$ cat src/rtl/mips_control_pkg.sv
// ============================================================================
// Module : mips_pkg
// Brief  : Shared opcode/funct encodings, ALU operation codes and PC-select
//          encodings for the MIPS-style control decoder.
// Rev    : 1.0  initial release
// ============================================================================
`default_nettype none

package mips_pkg;

  localparam logic [5:0] OPC_RTYPE = 6'h00;
  localparam logic [5:0] OPC_J     = 6'h02;
  localparam logic [5:0] OPC_JAL   = 6'h03;
  localparam logic [5:0] OPC_BEQ   = 6'h04;
  localparam logic [5:0] OPC_BNE   = 6'h05;
  localparam logic [5:0] OPC_ADDI  = 6'h08;
  localparam logic [5:0] OPC_ANDI  = 6'h0C;
  localparam logic [5:0] OPC_ORI   = 6'h0D;
  localparam logic [5:0] OPC_BZ    = 6'h18;
  localparam logic [5:0] OPC_BN    = 6'h19;
  localparam logic [5:0] OPC_BALZ  = 6'h1A;
  localparam logic [5:0] OPC_BALN  = 6'h1B;
  localparam logic [5:0] OPC_LW    = 6'h23;
  localparam logic [5:0] OPC_SW    = 6'h2B;

  localparam logic [5:0] FUNCT_SLL   = 6'h00;
  localparam logic [5:0] FUNCT_SRL   = 6'h02;
  localparam logic [5:0] FUNCT_JR    = 6'h08;
  localparam logic [5:0] FUNCT_JALR  = 6'h09;
  localparam logic [5:0] FUNCT_BRZ   = 6'h14;
  localparam logic [5:0] FUNCT_BRN   = 6'h15;
  localparam logic [5:0] FUNCT_BALRZ = 6'h16;
  localparam logic [5:0] FUNCT_BALRN = 6'h17;
  localparam logic [5:0] FUNCT_ADD   = 6'h20;
  localparam logic [5:0] FUNCT_SUB   = 6'h22;
  localparam logic [5:0] FUNCT_AND   = 6'h24;
  localparam logic [5:0] FUNCT_OR    = 6'h25;
  localparam logic [5:0] FUNCT_NOR   = 6'h27;
  localparam logic [5:0] FUNCT_SLT   = 6'h2A;

  localparam logic [2:0] OP_ADD = 3'd0;
  localparam logic [2:0] OP_SUB = 3'd1;
  localparam logic [2:0] OP_AND = 3'd2;
  localparam logic [2:0] OP_OR  = 3'd3;
  localparam logic [2:0] OP_NOR = 3'd4;
  localparam logic [2:0] OP_SLT = 3'd5;
  localparam logic [2:0] OP_SLL = 3'd6;
  localparam logic [2:0] OP_SRL = 3'd7;

  localparam logic [1:0] PC_SEQ    = 2'b00;
  localparam logic [1:0] PC_TARGET = 2'b01;
  localparam logic [1:0] PC_RS     = 2'b10;
  localparam logic [1:0] PC_MEM    = 2'b11;

endpackage

`default_nettype wire

$ cat src/rtl/mips_control_if.sv
// ============================================================================
// Module : mips_control_if
// Brief  : Instruction in / datapath control out bundle of the decoder.
// Rev    : 1.0  initial release
// ============================================================================
`default_nettype none

interface mips_control_if;

  logic [31:0] instruction;
  logic        reg_write;
  logic        reg_dst;
  logic        write_reg31;
  logic        link;
  logic        alu_src;
  logic [2:0]  alu_op;
  logic        ext_op;
  logic        mem_write;
  logic        mem_to_reg;
  logic        is_jump;
  logic        zero_branch;
  logic        need_zero;
  logic        status_branch;
  logic        need_st_Z;
  logic [1:0]  pc_select;
  logic        illegal_op;

  modport master (
    output instruction,
    input  reg_write, reg_dst, write_reg31, link, alu_src, alu_op, ext_op,
    input  mem_write, mem_to_reg, is_jump, zero_branch, need_zero,
    input  status_branch, need_st_Z, pc_select, illegal_op
  );

  modport slave (
    input  instruction,
    output reg_write, reg_dst, write_reg31, link, alu_src, alu_op, ext_op,
    output mem_write, mem_to_reg, is_jump, zero_branch, need_zero,
    output status_branch, need_st_Z, pc_select, illegal_op
  );

endinterface

`default_nettype wire

$ cat src/rtl/mips_control_alu_decode.sv
// ============================================================================
// Module : alu_decode
// Brief  : Maps an R-type funct field to its ALU operation code.
// Rev    : 1.0  initial release
// ============================================================================
`default_nettype none

module alu_decode
  import mips_pkg::*;
(
  input  logic [5:0] funct,
  output logic [2:0] alu_op,
  output logic       valid
);

  always_comb begin
    alu_op = OP_ADD;
    valid  = 1'b1;
    case (funct)
      FUNCT_SLL: alu_op = OP_SLL;
      FUNCT_SRL: alu_op = OP_SRL;
      FUNCT_ADD: alu_op = OP_ADD;
      FUNCT_SUB: alu_op = OP_SUB;
      FUNCT_AND: alu_op = OP_AND;
      FUNCT_OR:  alu_op = OP_OR;
      FUNCT_NOR: alu_op = OP_NOR;
      FUNCT_SLT: alu_op = OP_SLT;
      default:   valid  = 1'b0;
    endcase
  end

endmodule

`default_nettype wire

$ cat src/rtl/mips_control.sv
// ============================================================================
// Module : mips_control
// Brief  : Single-cycle MIPS main decoder with sticky illegal-instruction flag.
//          Optional Z-status branches: define CONTROL_STATUS_BRANCH_EN.
// Rev    : 1.0  initial release
// ============================================================================
`default_nettype none

module mips_control
  import mips_pkg::*;
(
  input  logic          clk,
  input  logic          rst_n,
  mips_control_if.slave bus
);

  logic [5:0] opcode;
  logic [5:0] funct;
  logic [2:0] rtype_alu_op;
  logic       rtype_alu_valid;
  logic       decoded;
  logic       illegal_q;
  logic       unused_fields;

  assign opcode        = bus.instruction[31:26];
  assign funct         = bus.instruction[5:0];
  assign unused_fields = ^bus.instruction[25:6];

  alu_decode u_alu_decode (
    .funct  (funct),
    .alu_op (rtype_alu_op),
    .valid  (rtype_alu_valid)
  );

  always_comb begin
    bus.reg_write     = 1'b0;
    bus.reg_dst       = 1'b0;
    bus.write_reg31   = 1'b0;
    bus.link          = 1'b0;
    bus.alu_src       = 1'b0;
    bus.alu_op        = OP_ADD;
    bus.ext_op        = 1'b0;
    bus.mem_write     = 1'b0;
    bus.mem_to_reg    = 1'b0;
    bus.is_jump       = 1'b0;
    bus.zero_branch   = 1'b0;
    bus.need_zero     = 1'b0;
    bus.status_branch = 1'b0;
    bus.need_st_Z     = 1'b0;
    bus.pc_select     = PC_SEQ;
    decoded           = 1'b1;

    case (opcode)
      OPC_RTYPE: begin
        if (rtype_alu_valid) begin
          bus.reg_write = 1'b1;
          bus.alu_op    = rtype_alu_op;
        end else begin
          case (funct)
            FUNCT_JR: begin
              bus.is_jump   = 1'b1;
              bus.pc_select = PC_RS;
            end
            FUNCT_JALR: begin
              bus.is_jump   = 1'b1;
              bus.pc_select = PC_RS;
              bus.reg_write = 1'b1;
              bus.link      = 1'b1;
            end
`ifdef CONTROL_STATUS_BRANCH_EN
            FUNCT_BRZ, FUNCT_BRN, FUNCT_BALRZ, FUNCT_BALRN: begin
              bus.status_branch = 1'b1;
              bus.need_st_Z     = ~funct[0];
              bus.pc_select     = PC_RS;
              // Bit 1 separates the linking variants (0x16/0x17).
              bus.reg_write     = funct[1];
              bus.link          = funct[1];
            end
`endif
            default: decoded = 1'b0;
          endcase
        end
      end
      OPC_ADDI: begin
        bus.reg_write = 1'b1;
        bus.reg_dst   = 1'b1;
        bus.alu_src   = 1'b1;
        bus.ext_op    = 1'b1;
      end
      OPC_ANDI: begin
        bus.reg_write = 1'b1;
        bus.reg_dst   = 1'b1;
        bus.alu_src   = 1'b1;
        bus.alu_op    = OP_AND;
      end
      OPC_ORI: begin
        bus.reg_write = 1'b1;
        bus.reg_dst   = 1'b1;
        bus.alu_src   = 1'b1;
        bus.alu_op    = OP_OR;
      end
      OPC_LW: begin
        bus.reg_write  = 1'b1;
        bus.reg_dst    = 1'b1;
        bus.alu_src    = 1'b1;
        bus.ext_op     = 1'b1;
        bus.mem_to_reg = 1'b1;
      end
      OPC_SW: begin
        bus.mem_write = 1'b1;
        bus.alu_src   = 1'b1;
        bus.ext_op    = 1'b1;
      end
      OPC_BEQ, OPC_BNE: begin
        bus.zero_branch = 1'b1;
        bus.need_zero   = (opcode == OPC_BEQ);
        bus.alu_op      = OP_SUB;
        bus.ext_op      = 1'b1;
      end
      OPC_J: begin
        bus.is_jump   = 1'b1;
        bus.pc_select = PC_TARGET;
      end
      OPC_JAL: begin
        bus.is_jump     = 1'b1;
        bus.pc_select   = PC_TARGET;
        bus.reg_write   = 1'b1;
        bus.link        = 1'b1;
        bus.write_reg31 = 1'b1;
      end
`ifdef CONTROL_STATUS_BRANCH_EN
      OPC_BZ, OPC_BN, OPC_BALZ, OPC_BALN: begin
        bus.status_branch = 1'b1;
        bus.need_st_Z     = ~opcode[0];
        bus.pc_select     = PC_TARGET;
        bus.reg_write     = opcode[1];
        bus.link          = opcode[1];
        bus.write_reg31   = opcode[1];
      end
`endif
      default: decoded = 1'b0;
    endcase
  end

  always_ff @(posedge clk or negedge rst_n) begin
    if (!rst_n) begin
      illegal_q <= 1'b0;
    end else if (!decoded) begin
      illegal_q <= 1'b1;
    end
  end

  assign bus.illegal_op = illegal_q;

endmodule

`default_nettype wire

$ cat src/flat_wrapper.sv
// flat-port wrapper written by rule: the top's interface ports become plain ports
module mips_control_flat import mips_pkg::*;
  (clk, rst_n, bus_instruction, bus_reg_write, bus_reg_dst, bus_write_reg31, bus_link, bus_alu_src, bus_alu_op, bus_ext_op, bus_mem_write, bus_mem_to_reg, bus_is_jump, bus_zero_branch, bus_need_zero, bus_status_branch, bus_need_st_Z, bus_pc_select, bus_illegal_op);
  mips_control_if bus_i ();
  input  logic clk;
  input  logic rst_n;
  input wire logic [$bits(bus_i.instruction)-1:0] bus_instruction;
  output wire logic [$bits(bus_i.reg_write)-1:0] bus_reg_write;
  output wire logic [$bits(bus_i.reg_dst)-1:0] bus_reg_dst;
  output wire logic [$bits(bus_i.write_reg31)-1:0] bus_write_reg31;
  output wire logic [$bits(bus_i.link)-1:0] bus_link;
  output wire logic [$bits(bus_i.alu_src)-1:0] bus_alu_src;
  output wire logic [$bits(bus_i.alu_op)-1:0] bus_alu_op;
  output wire logic [$bits(bus_i.ext_op)-1:0] bus_ext_op;
  output wire logic [$bits(bus_i.mem_write)-1:0] bus_mem_write;
  output wire logic [$bits(bus_i.mem_to_reg)-1:0] bus_mem_to_reg;
  output wire logic [$bits(bus_i.is_jump)-1:0] bus_is_jump;
  output wire logic [$bits(bus_i.zero_branch)-1:0] bus_zero_branch;
  output wire logic [$bits(bus_i.need_zero)-1:0] bus_need_zero;
  output wire logic [$bits(bus_i.status_branch)-1:0] bus_status_branch;
  output wire logic [$bits(bus_i.need_st_Z)-1:0] bus_need_st_Z;
  output wire logic [$bits(bus_i.pc_select)-1:0] bus_pc_select;
  output wire logic [$bits(bus_i.illegal_op)-1:0] bus_illegal_op;
  assign bus_i.instruction = bus_instruction;
  assign bus_reg_write = bus_i.reg_write;
  assign bus_reg_dst = bus_i.reg_dst;
  assign bus_write_reg31 = bus_i.write_reg31;
  assign bus_link = bus_i.link;
  assign bus_alu_src = bus_i.alu_src;
  assign bus_alu_op = bus_i.alu_op;
  assign bus_ext_op = bus_i.ext_op;
  assign bus_mem_write = bus_i.mem_write;
  assign bus_mem_to_reg = bus_i.mem_to_reg;
  assign bus_is_jump = bus_i.is_jump;
  assign bus_zero_branch = bus_i.zero_branch;
  assign bus_need_zero = bus_i.need_zero;
  assign bus_status_branch = bus_i.status_branch;
  assign bus_need_st_Z = bus_i.need_st_Z;
  assign bus_pc_select = bus_i.pc_select;
  assign bus_illegal_op = bus_i.illegal_op;
  mips_control u_core (.clk(clk), .rst_n(rst_n), .bus(bus_i));
endmodule
$ cat config.mk
export PLATFORM = sky130hd
export DESIGN_NAME = mips_control_flat
export DESIGN_NICKNAME = d
export VERILOG_FILES = /design/src/rtl/mips_control_pkg.sv /design/src/rtl/mips_control_if.sv /design/src/rtl/mips_control_alu_decode.sv /design/src/rtl/mips_control.sv /design/src/flat_wrapper.sv
export SDC_FILE = /design/constraint.sdc
export NUM_CORES = 1
export LEC_CHECK = 0
export ABC_AREA = 1
export ABC_CLOCK_PERIOD_IN_PS = 1200
export CAP_MARGIN = 30
export CELL_PAD_IN_SITES_DETAIL_PLACEMENT = 1
export CELL_PAD_IN_SITES_GLOBAL_PLACEMENT = 1
export CORE_AREA = 5 5 42 44
export CTS_BUF_LIST = sky130_fd_sc_hd__clkbuf_16
export CTS_CLUSTER_SIZE = 16
export DETAILED_ROUTE_END_ITERATION = 7
export DIE_AREA = 0 0 47 49
export DONT_BUFFER_PORTS = 1
export PLACE_DENSITY_LB_ADDON = 0.1
export SETUP_SLACK_MARGIN = 0.1
export SLEW_MARGIN = 20
export SYNTH_ARGS = -nofsm -noshare
export SYNTH_HDL_FRONTEND = slang
export SYNTH_SLANG_ARGS = --single-unit
$ cat constraint.sdc
create_clock -name clk -period 1.2 [get_ports clk]
set_input_delay 0.12 -clock clk [delete_from_list [all_inputs] [get_ports clk]]
set_output_delay 0.12 -clock clk [all_outputs]
set_load 0.05 [all_outputs]
==> reports/summary.txt <==
status: finished, final reports clean
fraction of layout cells with a size suffix above 1: 41.2%
Syn Inst Count: 85
Post-Syn Area: 439 sq um
CP max stage cell: nor2_4
worst reg2reg path startpoint: u_core.bus.illegal_op$_DFFE_PN0N_
Power, Total: 0.196 mW
Final WS setup: 0.153 ns
WS Path Type: input port to primary output
vias in the first global route: 596
clk_skew: 0 ns
final cycle utilization of the critical path: 87.2%
Vias: 565
area grow syn2layout: 66.4%
Placer Congestion: 0.802
R2R cell count: 2
Final Hold Viols: 0
initial antenna violation count: 0
Vias/cell: 4.79
RR Endpoint: u_core.bus.illegal_op$_DFFE_PN0N_
setup_tns: 0 ns
post-synth cell types: 19
Crit. path cell count: 5
YS warnings: 0
die width: 47 um
first-pass GRT wire length: 2.50 mm
met2 wire length: 816 um
wire per inst: 12.1 um
DRT iter0 DRCs: 1
I/O pins: 53
DPL Wire Length: 1.30 mm
DR WL met3: 66 um
Fill cells: 192
gr ovfl total: 0
Initial Util: 31.3%
final hold slack: 0.339 ns
Placed Area: 691 sq um
final setup fails: 0
detailed-route DRC error count: 0
clock slew at reported path FFs: 0 ns
Core ar.: 0.00140 sq mm
cell leakage power: 0.442 nW
wl on met1: 548 um
CP Max Fanout: 7
Layout Nets: 138
max-capacitance violation count: 0
cell area after layout: 731 sq um
CP peak stage delay: 0.18 ns
Hold Path Class: input port to async pin
pre-CTS setup slack: 0.0852 ns
TritonRoute pass-1 iters: 3
synthesized area per cell: 5.17 sq um
Die Y: 49 um
fin crit period: 1.05 ns
worst vdd ir: 0.168 mV
highest routed layer: met3
register area share after synthesis: 5.70%
Clock Latency Late Sink: 0 ns
# diodes: 0
worst endpoint required time: 1.08 ns
final wirelength: 1.43 mm
Antenna Nets Post-Route: 0
Port Buf Inserts: 0
fin. max-slew vios: 0
Power Density: 268 mW/mm^2
gr usage total: 13.6%
number of flip-flops in the largest register: 1
RSZ-0062 raised after global routing: yes
Crit path buffers/inverters: 1
Startpoint Class: input port
Reg2Reg Setup Slack: 0.62 ns
# rows: 14
DIE AREA: 0.00230 sq mm
Synth Register Bits: 1
crit path capture type: primary output
delay-heaviest family, CP: simple AND/OR/NAND/NOR gates
Max Freq: 956 MHz
largest net degree at the start of global routing: 8
Critical Path AT: 0.93 ns
worst-path cell chain: nor2_4, nand4_1, o21ai_1, a21o_1, buf_12
[cells in the mapped netlist]
| cell type | n | area share, % |
|---|---|---|
| a21o_1 | 1 | 1.7 |
| and3_1 | 1 | 1.4 |
| buf_4 | 2 | 3.4 |
| conb_1 | 1 | 0.85 |
| dfrtp_1 | 1 | 5.7 |
| inv_1 | 14 | 12 |
| inv_2 | 4 | 3.4 |
| nand2_1 | 16 | 14 |
| nand3_1 | 12 | 14 |
| nand3_2 | 5 | 11 |
| nand4_1 | 2 | 2.8 |
| nor2_1 | 16 | 14 |
| nor2_2 | 4 | 5.7 |
| nor2_4 | 1 | 2.6 |
| o2111ai_1 | 1 | 2.0 |
| o211ai_1 | 1 | 1.7 |
| o21ai_1 | 1 | 1.1 |
| o21bai_1 | 1 | 1.7 |
| o22ai_1 | 1 | 1.4 |
[worst max-delay path by stage]
| stage | startpoint | to | slack [ns] |
|---|---|---|---|
| 6_report | bus_instruction[30] | bus_alu_op[0] | 0.15 |
| 5_1_grt | bus_instruction[30] | bus_alu_op[0] | 0.07 |
| 3_3_place_gp | bus_instruction[3] | bus_reg_write | 0.10 |
| 2_1_floorplan | bus_instruction[31] | bus_link | -0.15 |
| 4_1_cts | bus_instruction[27] | bus_is_jump | 0.13 |
| 3_5_place_dp | bus_instruction[3] | bus_reg_write | 0.09 |
[metrics by stage]
step           instances  utilization, %
2_1_floorplan         86               -
3_3_place_gp         116            49.3
3_5_place_dp         116            49.3
4_1_cts              118            50.7
5_1_grt              118            52.1
6_report             118            52.1
[layer usage]
metal	global-route usage, %	vias to the layer above
met3	1.11	0
met1	16.4	249
met2	26.0	13
met5	0	-
li1	-	303
met4	0	0
[placed cells by master, fill, tap and decap left out]
cell,netlist,final
inv_12,0,1
o21ai_1,1,1
buf_4,2,11
nand2_2,0,2
dlygate4sd3_1,0,1
dfrtp_1,1,1
o2111ai_1,1,1
and3_1,1,1
nand4_1,2,2
a21o_1,1,1
o21bai_1,1,1
o22ai_1,1,1
nor2_2,4,6
nor2_4,1,5
conb_1,1,2
nand3_1,12,10
inv_1,14,13
nand3_2,5,6
nor2_1,16,10
nand2_1,16,14
nand3_4,0,1
o211ai_1,1,1
buf_12,0,6
inv_2,4,4
[layout make-up]
class / count / area, sq um / area share (%)
multi-input combinational: 65 / 393 / 53.8
inverter: 18 / 80.1 / 11.0
sequential: 1 / 25.0 / 3.42
tap: 16 / 20.0 / 2.74
timing repair buffer: 18 / 213 / 29.1
[repair_timing]
item                                   CTS  global route
hold buffers                             1             0
pin swaps                                2             4
gates resized for setup                  1             6
endpoints found under the hold margin    1             0
buffers inserted                         1             0
setup endpoints to repair                2             4
[where the power goes]
part	total [mW]	switching (mW)	internal (mW)
clock	0	0	0
sequential	0.0343	0	0.0343
combinational	0.162	0.107	0.0546
[kinds of logic after synthesis]
| kind of cell | Yosys count | share of synthesized area [%] |
|---|---|---|
| simple gates | 57 | 65.0 |
| buf+inv | 20 | 18.8 |
| compound gates | 6 | 9.69 |
| flops | 1 | 5.70 |
| other cells | 1 | 0.854 |
Power figures use the tool's default switching activity.
